`src/rtl/pwm_ctrl_pkg.sv`:
```
// Shared definitions for the PWM ramp controller: register map, FSM states
// and the readback status byte layout.
package pwm_ctrl_pkg;

  localparam int ADDR_W = 7;
  localparam int DATA_W = 8;

  localparam logic [ADDR_W-1:0] ADDR_EN_OUT_LO = 7'h00;
  localparam logic [ADDR_W-1:0] ADDR_EN_OUT_HI = 7'h01;
  localparam logic [ADDR_W-1:0] ADDR_EN_PWM_LO = 7'h02;
  localparam logic [ADDR_W-1:0] ADDR_EN_PWM_HI = 7'h03;
  localparam logic [ADDR_W-1:0] ADDR_DUTY      = 7'h04;
  localparam logic [ADDR_W-1:0] ADDR_TARGET    = 7'h05;
  localparam logic [ADDR_W-1:0] ADDR_STEP      = 7'h06;
  localparam logic [ADDR_W-1:0] ADDR_PRESCALE  = 7'h07;
  localparam logic [ADDR_W-1:0] ADDR_STATUS    = 7'h08;

  typedef enum logic [0:0] {
    IDLE = 1'b0,
    RAMP = 1'b1
  } ramp_state_e;

  function automatic logic [DATA_W-1:0] status_byte(input logic done_sticky,
                                                    input logic busy);
    return {6'b000000, done_sticky, busy};
  endfunction

endpackage

```
`src/rtl/pwm_ramp_controller_ramp_tick_gen.sv`:
```
// Ramp rate divider: emits a one-cycle tick every prescale+1 active cycles.
// The counter restarts on clear and idles at zero while inactive.
module ramp_tick_gen
  import pwm_ctrl_pkg::*;
#(
  parameter int PRESCALE_W = 8
) (
  input  logic                  clk,
  input  logic                  rst_n,
  input  logic                  active,
  input  logic                  clear,
  input  logic [PRESCALE_W-1:0] prescale,
  output logic                  tick
);

  localparam logic [PRESCALE_W-1:0] CNT_ZERO = {PRESCALE_W{1'b0}};
  localparam logic [PRESCALE_W-1:0] CNT_ONE  = {{(PRESCALE_W-1){1'b0}}, 1'b1};

  logic [PRESCALE_W-1:0] count_r;

  // Compared against the live prescale so a rewrite takes effect immediately;
  // a counter already beyond the new prescale simply wraps around.
  assign tick = active && !clear && (count_r == prescale);

  // Prescale counter.
  always_ff @(posedge clk or negedge rst_n) begin
    if (!rst_n) begin
      count_r <= CNT_ZERO;
    end else if (clear || !active || tick) begin
      count_r <= CNT_ZERO;
    end else begin
      count_r <= count_r + CNT_ONE;
    end
  end

endmodule

```
`src/rtl/pwm_ramp_controller.sv`:
```
// Register bank and duty ramp sequencer feeding the PWM peripheral.
// Optional readback port and sticky done flag: define PWM_RAMP_STATUS_EN.
module pwm_ramp_controller
  import pwm_ctrl_pkg::*;
#(
  parameter int DUTY_W     = 8,
  parameter int PRESCALE_W = 8
) (
  input  logic              clk,
  input  logic              rst_n,
  input  logic              wr_valid,
  input  logic [6:0]        wr_addr,
  input  logic [7:0]        wr_data,
`ifdef PWM_RAMP_STATUS_EN
  input  logic [6:0]        rd_addr,
  output logic [7:0]        rd_data,
`endif
  output logic [7:0]        en_reg_out_7_0,
  output logic [7:0]        en_reg_out_15_8,
  output logic [7:0]        en_reg_pwm_7_0,
  output logic [7:0]        en_reg_pwm_15_8,
  output logic [DUTY_W-1:0] pwm_duty_cycle,
  output logic              ramp_busy,
  output logic              ramp_done
);

  localparam logic [DUTY_W-1:0] DUTY_ZERO = {DUTY_W{1'b0}};
  localparam logic [DUTY_W-1:0] DUTY_ONE  = {{(DUTY_W-1){1'b0}}, 1'b1};
  localparam logic [PRESCALE_W-1:0] PRE_ZERO = {PRESCALE_W{1'b0}};

  ramp_state_e state_r, state_next_s;

  logic [7:0]            en_out_lo_r, en_out_hi_r, en_pwm_lo_r, en_pwm_hi_r;
  logic [DUTY_W-1:0]     duty_r, target_r, step_r;
  logic [PRESCALE_W-1:0] prescale_r;
  logic                  done_r;

  logic [DUTY_W-1:0] duty_next_s, target_next_s;
  logic              done_next_s;
  logic              cnt_clear_s;
  logic              tick_s;

  logic              duty_wr_s, target_wr_s;
  logic [DUTY_W-1:0] wr_val_s;
  logic [DUTY_W-1:0] eff_target_s, eff_step_s, gap_s, stepped_s;

  assign duty_wr_s   = wr_valid && (wr_addr == ADDR_DUTY);
  assign target_wr_s = wr_valid && (wr_addr == ADDR_TARGET);
  assign wr_val_s    = wr_data[DUTY_W-1:0];

  ramp_tick_gen #(
    .PRESCALE_W(PRESCALE_W)
  ) u_tick (
    .clk     (clk),
    .rst_n   (rst_n),
    .active  (state_r == RAMP),
    .clear   (cnt_clear_s),
    .prescale(prescale_r),
    .tick    (tick_s)
  );

  // Step arithmetic toward the effective target (a same-cycle retarget wins), clamped so it never overshoots.
  always_comb begin
    eff_target_s = target_r;
    eff_step_s   = step_r;
    gap_s        = DUTY_ZERO;
    stepped_s    = duty_r;
    if (target_wr_s) begin
      eff_target_s = wr_val_s;
    end else begin
      eff_target_s = target_r;
    end
    if (step_r == DUTY_ZERO) begin
      eff_step_s = DUTY_ONE;
    end else begin
      eff_step_s = step_r;
    end
    if (eff_target_s > duty_r) begin
      gap_s = eff_target_s - duty_r;
      if (gap_s <= eff_step_s) begin
        stepped_s = eff_target_s;
      end else begin
        stepped_s = duty_r + eff_step_s;
      end
    end else if (eff_target_s < duty_r) begin
      gap_s = duty_r - eff_target_s;
      if (gap_s <= eff_step_s) begin
        stepped_s = eff_target_s;
      end else begin
        stepped_s = duty_r - eff_step_s;
      end
    end else begin
      stepped_s = duty_r;
    end
  end

  // FSM state register.
  always_ff @(posedge clk or negedge rst_n) begin
    if (!rst_n) begin
      state_r <= IDLE;
    end else begin
      state_r <= state_next_s;
    end
  end

  // FSM next-state logic.
  always_comb begin
    state_next_s = state_r;
    case (state_r)
      IDLE: begin
        if (target_wr_s && (wr_val_s != duty_r)) begin
          state_next_s = RAMP;
        end else begin
          state_next_s = IDLE;
        end
      end
      RAMP: begin
        if (duty_wr_s) begin
          state_next_s = IDLE;
        end else if (target_wr_s && (wr_val_s == duty_r)) begin
          state_next_s = IDLE;
        end else if (tick_s && (stepped_s == eff_target_s)) begin
          state_next_s = IDLE;
        end else begin
          state_next_s = RAMP;
        end
      end
      default: state_next_s = IDLE;
    endcase
  end

  // FSM outputs: next duty/target, done pulse and counter restart.
  always_comb begin
    duty_next_s   = duty_r;
    target_next_s = target_r;
    done_next_s   = 1'b0;
    cnt_clear_s   = 1'b0;
    if (duty_wr_s) begin
      duty_next_s   = wr_val_s;
      target_next_s = wr_val_s;
    end else if (target_wr_s) begin
      target_next_s = wr_val_s;
      if (wr_val_s == duty_r) begin
        done_next_s = 1'b1;
      end else if (state_r == IDLE) begin
        cnt_clear_s = 1'b1;
      end else if (tick_s) begin
        duty_next_s = stepped_s;
        done_next_s = (stepped_s == wr_val_s);
      end else begin
        duty_next_s = duty_r;
      end
    end else if ((state_r == RAMP) && tick_s) begin
      duty_next_s = stepped_s;
      done_next_s = (stepped_s == target_r);
    end else begin
      duty_next_s = duty_r;
    end
  end

  // Duty datapath and done pulse.
  always_ff @(posedge clk or negedge rst_n) begin
    if (!rst_n) begin
      duty_r   <= DUTY_ZERO;
      target_r <= DUTY_ZERO;
      done_r   <= 1'b0;
    end else begin
      duty_r   <= duty_next_s;
      target_r <= target_next_s;
      done_r   <= done_next_s;
    end
  end

  // Plain configuration registers; none of these disturb an active ramp.
  always_ff @(posedge clk or negedge rst_n) begin
    if (!rst_n) begin
      en_out_lo_r <= 8'h00;
      en_out_hi_r <= 8'h00;
      en_pwm_lo_r <= 8'h00;
      en_pwm_hi_r <= 8'h00;
      step_r      <= DUTY_ONE;
      prescale_r  <= PRE_ZERO;
    end else if (wr_valid) begin
      case (wr_addr)
        ADDR_EN_OUT_LO: en_out_lo_r <= wr_data;
        ADDR_EN_OUT_HI: en_out_hi_r <= wr_data;
        ADDR_EN_PWM_LO: en_pwm_lo_r <= wr_data;
        ADDR_EN_PWM_HI: en_pwm_hi_r <= wr_data;
        ADDR_STEP:      step_r      <= wr_data[DUTY_W-1:0];
        ADDR_PRESCALE:  prescale_r  <= wr_data[PRESCALE_W-1:0];
        default: ;
      endcase
    end
  end

  assign en_reg_out_7_0  = en_out_lo_r;
  assign en_reg_out_15_8 = en_out_hi_r;
  assign en_reg_pwm_7_0  = en_pwm_lo_r;
  assign en_reg_pwm_15_8 = en_pwm_hi_r;
  assign pwm_duty_cycle  = duty_r;
  assign ramp_busy       = (state_r == RAMP);
  assign ramp_done       = done_r;

`ifdef PWM_RAMP_STATUS_EN
  logic sticky_r;

  // Sticky done flag; a new done pulse beats a simultaneous status read.
  always_ff @(posedge clk or negedge rst_n) begin
    if (!rst_n) begin
      sticky_r <= 1'b0;
    end else if (done_r) begin
      sticky_r <= 1'b1;
    end else if (rd_addr == ADDR_STATUS) begin
      sticky_r <= 1'b0;
    end else begin
      sticky_r <= sticky_r;
    end
  end

  // Combinational readback mux.
  always_comb begin
    rd_data = 8'h00;
    case (rd_addr)
      ADDR_EN_OUT_LO: rd_data = en_out_lo_r;
      ADDR_EN_OUT_HI: rd_data = en_out_hi_r;
      ADDR_EN_PWM_LO: rd_data = en_pwm_lo_r;
      ADDR_EN_PWM_HI: rd_data = en_pwm_hi_r;
      ADDR_DUTY:      rd_data = 8'(duty_r);
      ADDR_TARGET:    rd_data = 8'(target_r);
      ADDR_STEP:      rd_data = 8'(step_r);
      ADDR_PRESCALE:  rd_data = 8'(prescale_r);
      ADDR_STATUS:    rd_data = status_byte(sticky_r, state_r == RAMP);
      default:        rd_data = 8'h00;
    endcase
  end
`endif

endmodule
```
`config.mk`:
```
export PLATFORM = sky130hd
export DESIGN_NAME = pwm_ramp_controller
export DESIGN_NICKNAME = d
export VERILOG_FILES = /design/src/rtl/pwm_ctrl_pkg.sv /design/src/rtl/pwm_ramp_controller_ramp_tick_gen.sv /design/src/rtl/pwm_ramp_controller.sv
export SDC_FILE = /design/constraint.sdc
export NUM_CORES = 1
export LEC_CHECK = 0
export ABC_AREA = 1
export CORE_MARGIN = 5
export CORE_UTILIZATION = 58
export DETAILED_ROUTE_END_ITERATION = 8
export PLACE_DENSITY = 0.83
export SKIP_CTS_REPAIR_TIMING = 1
export SKIP_LAST_GASP = 1
export SLEW_MARGIN = 20
export SYNTH_ARGS = -nofsm -noshare
export SYNTH_HDL_FRONTEND = slang
export SYNTH_SLANG_ARGS = --single-unit
```
`constraint.sdc`:
```
create_clock -name clk -period 4.6 [get_ports clk]
set_input_delay 1.15 -clock clk [delete_from_list [all_inputs] [get_ports clk]]
set_output_delay 1.15 -clock clk [all_outputs]
set_load 0.05 [all_outputs]
```
Word-level counts from Yosys, hierarchy flattened:

Index checks and enable logic that the tools add are counted.

* logic and storage cells: 88
* input bits: 18
* flip-flop bits (word level): 74
* output and inout bits: 42

* reductions and logical operators: 22
* muxes and demuxes: 29
* magnitude comparators: 4
* add/subtract/negate cells: 5
* bitwise gates (word level): 1
* eq/ne operators: 16

Operators with widths (count)
* 8-bit two-way mux: 14
* 8-bit equality test: 5
* 7-bit by 3-bit equality test with 1-bit output (second input constant): 4
* 8-bit subtractor: 3
* 8-bit <= comparator: 2
* 7-bit by 2-bit equality test with 1-bit output (second input constant): 2
* 1-bit two-way mux: 14
* 2-bit AND reduction: 6
* 3-bit != test (second input constant): 3
* 8-bit by 1-bit adder with 8-bit output (second input constant): 1
* 8-bit adder: 1
* 8-bit > comparator: 1
* 1-bit logical AND: 8
* 8-bit zero test: 1
* 8-bit < comparator: 1
* 8-bit != test: 1
* 7-bit by 1-bit equality test with 1-bit output (second input constant): 1
* 7-bit zero test: 1
* 4-bit AND reduction: 1
* 3-bit nonzero test: 1
* 1-bit zero test: 2
* 1-bit logical OR: 2
* 1-bit case mux with 2 select lines: 1
* 1-bit inverter: 1

Longest topological paths before layout:

* depth in word-level cells: 14
* depth in mapped cells: 37
* mapped depth without buffers: 36

Modules after synthesis:

Synthesis repeated with hierarchy kept, for this count alone.

* cell total of the unflattened synthesis: 817
* area, all modules: 5838.1 µm²

Modules (own cells, without submodules)
* pwm_ramp_controller: instances 1, cells an instance 743, area an instance 5315.1 µm², sequential area each 1652.8 µm²
* ramp_tick_gen: instances 1, cells an instance 74, area an instance 523.0 µm², sequential area each 200.2 µm²

Worst setup path before layout:

No wires, ideal clock.

* path type: input to register
* from: input port wr_addr[3]
* to: register state_r (netlist: ramp_busy)
* buffers on the path: 2
* setup time: 0.116 ns
* stages on the path: 30
* slack: -0.257 ns
* data arrival time: 4.741 ns
* required time: 4.484 ns
* path through: inv_1 nand3_1 nor2_4 nand2_4 buf_2 o21ai_1 ha_1 nand2_1 nand2_1 a22oi_1 o21ai_1 nand3_1 nand2_1 xnor2_1 inv_1 ha_1 nand2_1 nor2_1 nand4_2 nand2_1 buf_4 nand2_1 nand3_1 nand3_2 a21boi_1 nand2_1 nor3_1 nand3_1 nand2_1 nand2_1

* word-level cells in the longest chain between the ends: 14
* elaborated cells on any way between the ends: 29
* classes of those cells: add/sub (2); order compare (4); eq/ne (3); mux (12); reduce/logical (8)

Ends and longest elaborated chain
* start: declaration: RTL line pwm_ramp_controller.sv:12 `input logic [6:0] wr_addr,`
* 7-bit by 3-bit equality test with 1-bit output: RTL line pwm_ramp_controller.sv:48 `assign target_wr_s = wr_valid && (wr_addr == ADDR_TARGET);`
* 1-bit logical AND: RTL line pwm_ramp_controller.sv:48
* 8-bit two-way mux
* 8-bit subtractor: RTL line pwm_ramp_controller.sv:86 `gap_s = duty_r - eff_target_s;`
* 8-bit <= comparator: RTL line pwm_ramp_controller.sv:87 `if (gap_s <= eff_step_s) begin`
* 8-bit two-way mux: RTL line pwm_ramp_controller.sv:87
* 8-bit two-way mux: RTL line pwm_ramp_controller.sv:85 `end else if (eff_target_s < duty_r) begin`
* 8-bit two-way mux: RTL line pwm_ramp_controller.sv:78 `if (eff_target_s > duty_r) begin`
* 8-bit equality test: RTL line pwm_ramp_controller.sv:122 `end else if (tick_s && (stepped_s == eff_target_s)) begin`
* 1-bit logical AND: RTL line pwm_ramp_controller.sv:122
* 1-bit two-way mux: RTL line pwm_ramp_controller.sv:122
* 1-bit two-way mux: RTL line pwm_ramp_controller.sv:120 `end else if (target_wr_s && (wr_val_s == duty_r)) begin`
* 1-bit two-way mux: RTL line pwm_ramp_controller.sv:118 `if (duty_wr_s) begin`
* 1-bit case mux with 2 select lines (*): RTL line pwm_ramp_controller.sv:109 `case (state_r)`
* net state_next_s: RTL line pwm_ramp_controller.sv:31 `ramp_state_e state_r, state_next_s;`
* end signal: assignment: RTL line pwm_ramp_controller.sv:102 `state_r <= state_next_s;`
* end: declaration: RTL line pwm_ramp_controller.sv:31

Mark *: on every way through the listed nets, which the timed path passes. The rest lies on a longest branch.
A chain may end at the register's enable or synchronous reset.

Final worst setup path:

* from: input port wr_addr[5]
* to: register done_r (netlist: ramp_done)

* word-level cells in the longest chain between the ends: 14
* elaborated cells on any way between the ends: 29
* classes of those cells: add/sub (2); order compare (4); eq/ne (4); mux (13); reduce/logical (6)

Ends and longest elaborated chain
* 7-bit by 3-bit equality test with 1-bit output: RTL line pwm_ramp_controller.sv:48
* 1-bit logical AND: RTL line pwm_ramp_controller.sv:48
* 8-bit two-way mux
* 8-bit subtractor: RTL line pwm_ramp_controller.sv:86
* 8-bit <= comparator: RTL line pwm_ramp_controller.sv:87
* 8-bit two-way mux: RTL line pwm_ramp_controller.sv:87
* 8-bit two-way mux: RTL line pwm_ramp_controller.sv:85
* 8-bit two-way mux: RTL line pwm_ramp_controller.sv:78
* 8-bit equality test: RTL line pwm_ramp_controller.sv:149 `done_next_s = (stepped_s == wr_val_s);`
* 1-bit two-way mux: RTL line pwm_ramp_controller.sv:147 `end else if (tick_s) begin`
* 1-bit two-way mux: RTL line pwm_ramp_controller.sv:145 `end else if (state_r == IDLE) begin`
* 1-bit two-way mux: RTL line pwm_ramp_controller.sv:143 `if (wr_val_s == duty_r) begin`
* 1-bit two-way mux: RTL line pwm_ramp_controller.sv:141 `end else if (target_wr_s) begin`
* 1-bit two-way mux (*): RTL line pwm_ramp_controller.sv:138 `if (duty_wr_s) begin`
* net done_next_s: RTL line pwm_ramp_controller.sv:39 `logic done_next_s;`
* end signal: assignment: RTL line pwm_ramp_controller.sv:170 `done_r <= done_next_s;`
* end: declaration: RTL line pwm_ramp_controller.sv:36 `logic done_r;`

Marked as above.

==> results_dict.tcl <==
set metrics [dict create \
    outcome "complete, but fails checks" \
    violations "negative setup slack" \
    grt_pass1_wl_mm 30.7 \
    synth_seq_cells 74 \
    crit_start "wr_addr[5]" \
    seqCellArea_um2 1850 \
    tns_ns -0.411 \
    max-clock-path-buffers 2 \
    final_cell_area_um2 7950 \
    routabilityCongestion 1.01 \
    ant_nets 0 \
    syn-cell-area_um2 5680 \
    arrival_ns 5.09 \
    fillers 642 \
    vdd_drop_max_v 0.000887 \
    synthesis.nets 848 \
    pre_cts_slack_ns -1.00 \
    cp-end-kind "register" \
    cts_sinks 74 \
    boundaryPins 60 \
    synth_cell_types 46 \
    grt_pass1_vias 6041 \
    finalSetupViolations 2 \
    grt_max_degree 50 \
    dpl.hpwl_mm 15.1 \
    area_growth_pct 40.0 \
    yosys_warnings 0 \
    cp_data_required_time_ns 4.87 \
    vias_per_cell 5.89 \
    period_minus_slack_ns 4.82 \
    io_buffers 59 \
    place_area_um2 7170 \
    cpMostUsedCell "nand2_2" \
    dp_cells 1057 \
    crit_path_start_kind "input port" \
    hold_violations 0 \
    numCtsBuffers 9 \
    finalNonFillerCells 1088 \
    cp_slowest_cell "ha_4" \
    wl_per_cell_um 19.5 \
    wirelength_mm 21.2 \
    finalCritPeriodShare 1.05 \
    slew_viol_final 0 \
    p_leak_uw 0.00395 \
    worstSkewPairLatency_ns 0.35 \
    hold_class "reg2reg" \
    first_iter_violations 523 \
    worst_pin_slew_ns 0.638 \
    drc 0 \
    dieHeight_um 109 \
    power_density_nw_per_um2 905 \
    rsz0062_at_grt "true" \
    worstPathMaxFanout 5 \
    track_usage 0.338 \
    htreeDepth 3 \
    avgSynthCellArea_um2 7.24 \
    yosysSeqAreaShare 0.326 \
    worst_slack_ns -0.217 \
    root_buffer "clkbuf_8" \
    path_clk_slew_ns 0.07 \
    num_antenna_cells 0 \
    hold_slack_ns 0.494 \
    vias 6404 \
    synth_cells 784 \
    crit_type "in2reg" \
    drv_cap 0 \
    die_area_um2 11900 \
    slew_headroom 0.575 \
    max_clock_freq_mhz 208 \
    layout_common_cells "222 x nand2_1, 105 x buf_4, 75 x inv_1" \
    critical_path.max_stage_delay_ns 0.29 \
    die_x_um 109 \
    multi_input_area_um2 3870 \
    rows 36 \
    initial_utilization 0.589 \
    cts_tree "done" \
    antenna_found_initial 0 \
    clock_skew_ns 0.0152 \
    final_common_cell "nand2_1" \
    core_um2 9640 \
    drive_above_1_share 0.263 \
    min_from "en_reg_out_7_0[0]" \
    r2r_start "pwm_duty_cycle[3]" \
    drtPass1Iterations 6 \
    layout.nets 1014 \
    grt.overflow.total 0 \
]
-- final timing paths --
kind | to | slack (ns) | cells past startpoint
setup / recovery | ramp_done | -0.22 | 36
hold / removal | en_reg_out_7_0[0] | 0.49 | 2
setup reg to reg | ramp_done | 0.73 | 27
hold reg to reg | en_reg_out_7_0[0] | 0.49 | 2
max in group asynchronous | target_r[4] | 2.73 | 2
min in group asynchronous | en_reg_out_15_8[5] | 0.79 | 1
-- logic make-up (layout without fill, tap and decap cells) --
logic type | count (synthesis) | count (layout) | share of synthesized area
AO/OA/AOI/OAI | 124 | 124 | 0.129
XOR/XNOR | 31 | 31 | 0.0478
adder cells (fa/ha/maj) | 46 | 46 | 0.105
buffers and inverters | 104 | 273 | 0.0754
flip-flops | 74 | 74 | 0.326
AND/OR/NAND/NOR | 405 | 407 | 0.316
-- synth_stat cells, drive strengths merged --
| library cell | count | area [µm²] |
|---|---|---|
| nand4 | 14 | 93.8 |
| nand3b | 4 | 30.0 |
| dfrtp | 73 | 1830 |
| o21ai | 76 | 429 |
| nand3 | 65 | 353 |
| nor2 | 45 | 195 |
| nor3 | 6 | 35.0 |
| nor4 | 2 | 12.5 |
| xnor2 | 9 | 78.8 |
| a21oi | 27 | 135 |
| a21boi | 1 | 7.51 |
| nand2 | 263 | 1030 |
| o221ai | 8 | 70.1 |
| a22oi | 1 | 7.51 |
| a41o | 1 | 10.0 |
| or2 | 1 | 6.26 |
| inv | 84 | 320 |
| o211ai | 3 | 22.5 |
| a31oi | 2 | 12.5 |
| and3 | 2 | 12.5 |
| o21bai | 2 | 15.0 |
| a21o | 2 | 15.0 |
| fa | 3 | 60.1 |
| dfstp | 1 | 26.3 |
| nor3b | 3 | 22.5 |
| xor2 | 22 | 193 |
| buf | 10 | 70.1 |
| clkbuf | 10 | 37.5 |
| o31ai | 1 | 7.51 |
| ha | 43 | 538 |
-- per-stage QoR --
step	util	total power, µW
2_1_floorplan	-	3840
3_3_place_gp	0.744	5510
3_5_place_dp	0.744	5610
4_1_cts	0.765	6170
5_1_grt	0.824	7650
6_report	0.824	7190
-- registers in the layout, indices dropped and copies added, names as in the netlist --
name,cells
en_reg_out_15_8,8
pwm_duty_cycle,8
en_reg_out_7_0,8
en_reg_pwm_7_0,8
target_r,8
ramp_busy,1
step_r,8
ramp_done,1
u_tick.count_r,8
prescale_r,8
en_reg_pwm_15_8,8
-- final cells by class --
type | instances | area share
multi-input combinational | 608 | 0.487
sequential | 74 | 0.233
timing repair buffer | 173 | 0.191
inverter | 84 | 0.0409
tap | 133 | 0.0209
clock buffer | 10 | 0.0173
clock inverter | 6 | 0.00913
-- power breakdown --
group | internal, µW | leakage, µW | switching [µW]
clock network | 272 | 0.000109 | 267
registers | 750 | 0.000976 | 122
logic | 2370 | 0.00286 | 3410
-- critical path: cells and delay by family --
family	cells	cell delay (ns)
compound gates	4	0.60
simple gates	23	1.90
xor+xnor	1	0.18
fa+ha+maj	2	0.54
buf+inv	6	0.72
-- metal layers --
layer / part of all wire / vias up / GRT usage / wire length (µm)
met5: 0 / - / 0 / 0
met4: 0.056 / 0 / 0.152 / 1180
met3: 0.095 / 92 / 0.0521 / 2020
met2: 0.46 / 372 / 0.557 / 9780
met1: 0.39 / 3035 / 0.439 / 8200
li1: - / 2905 / - / -
No activity file was read; power rests on OpenSTA's default activity.
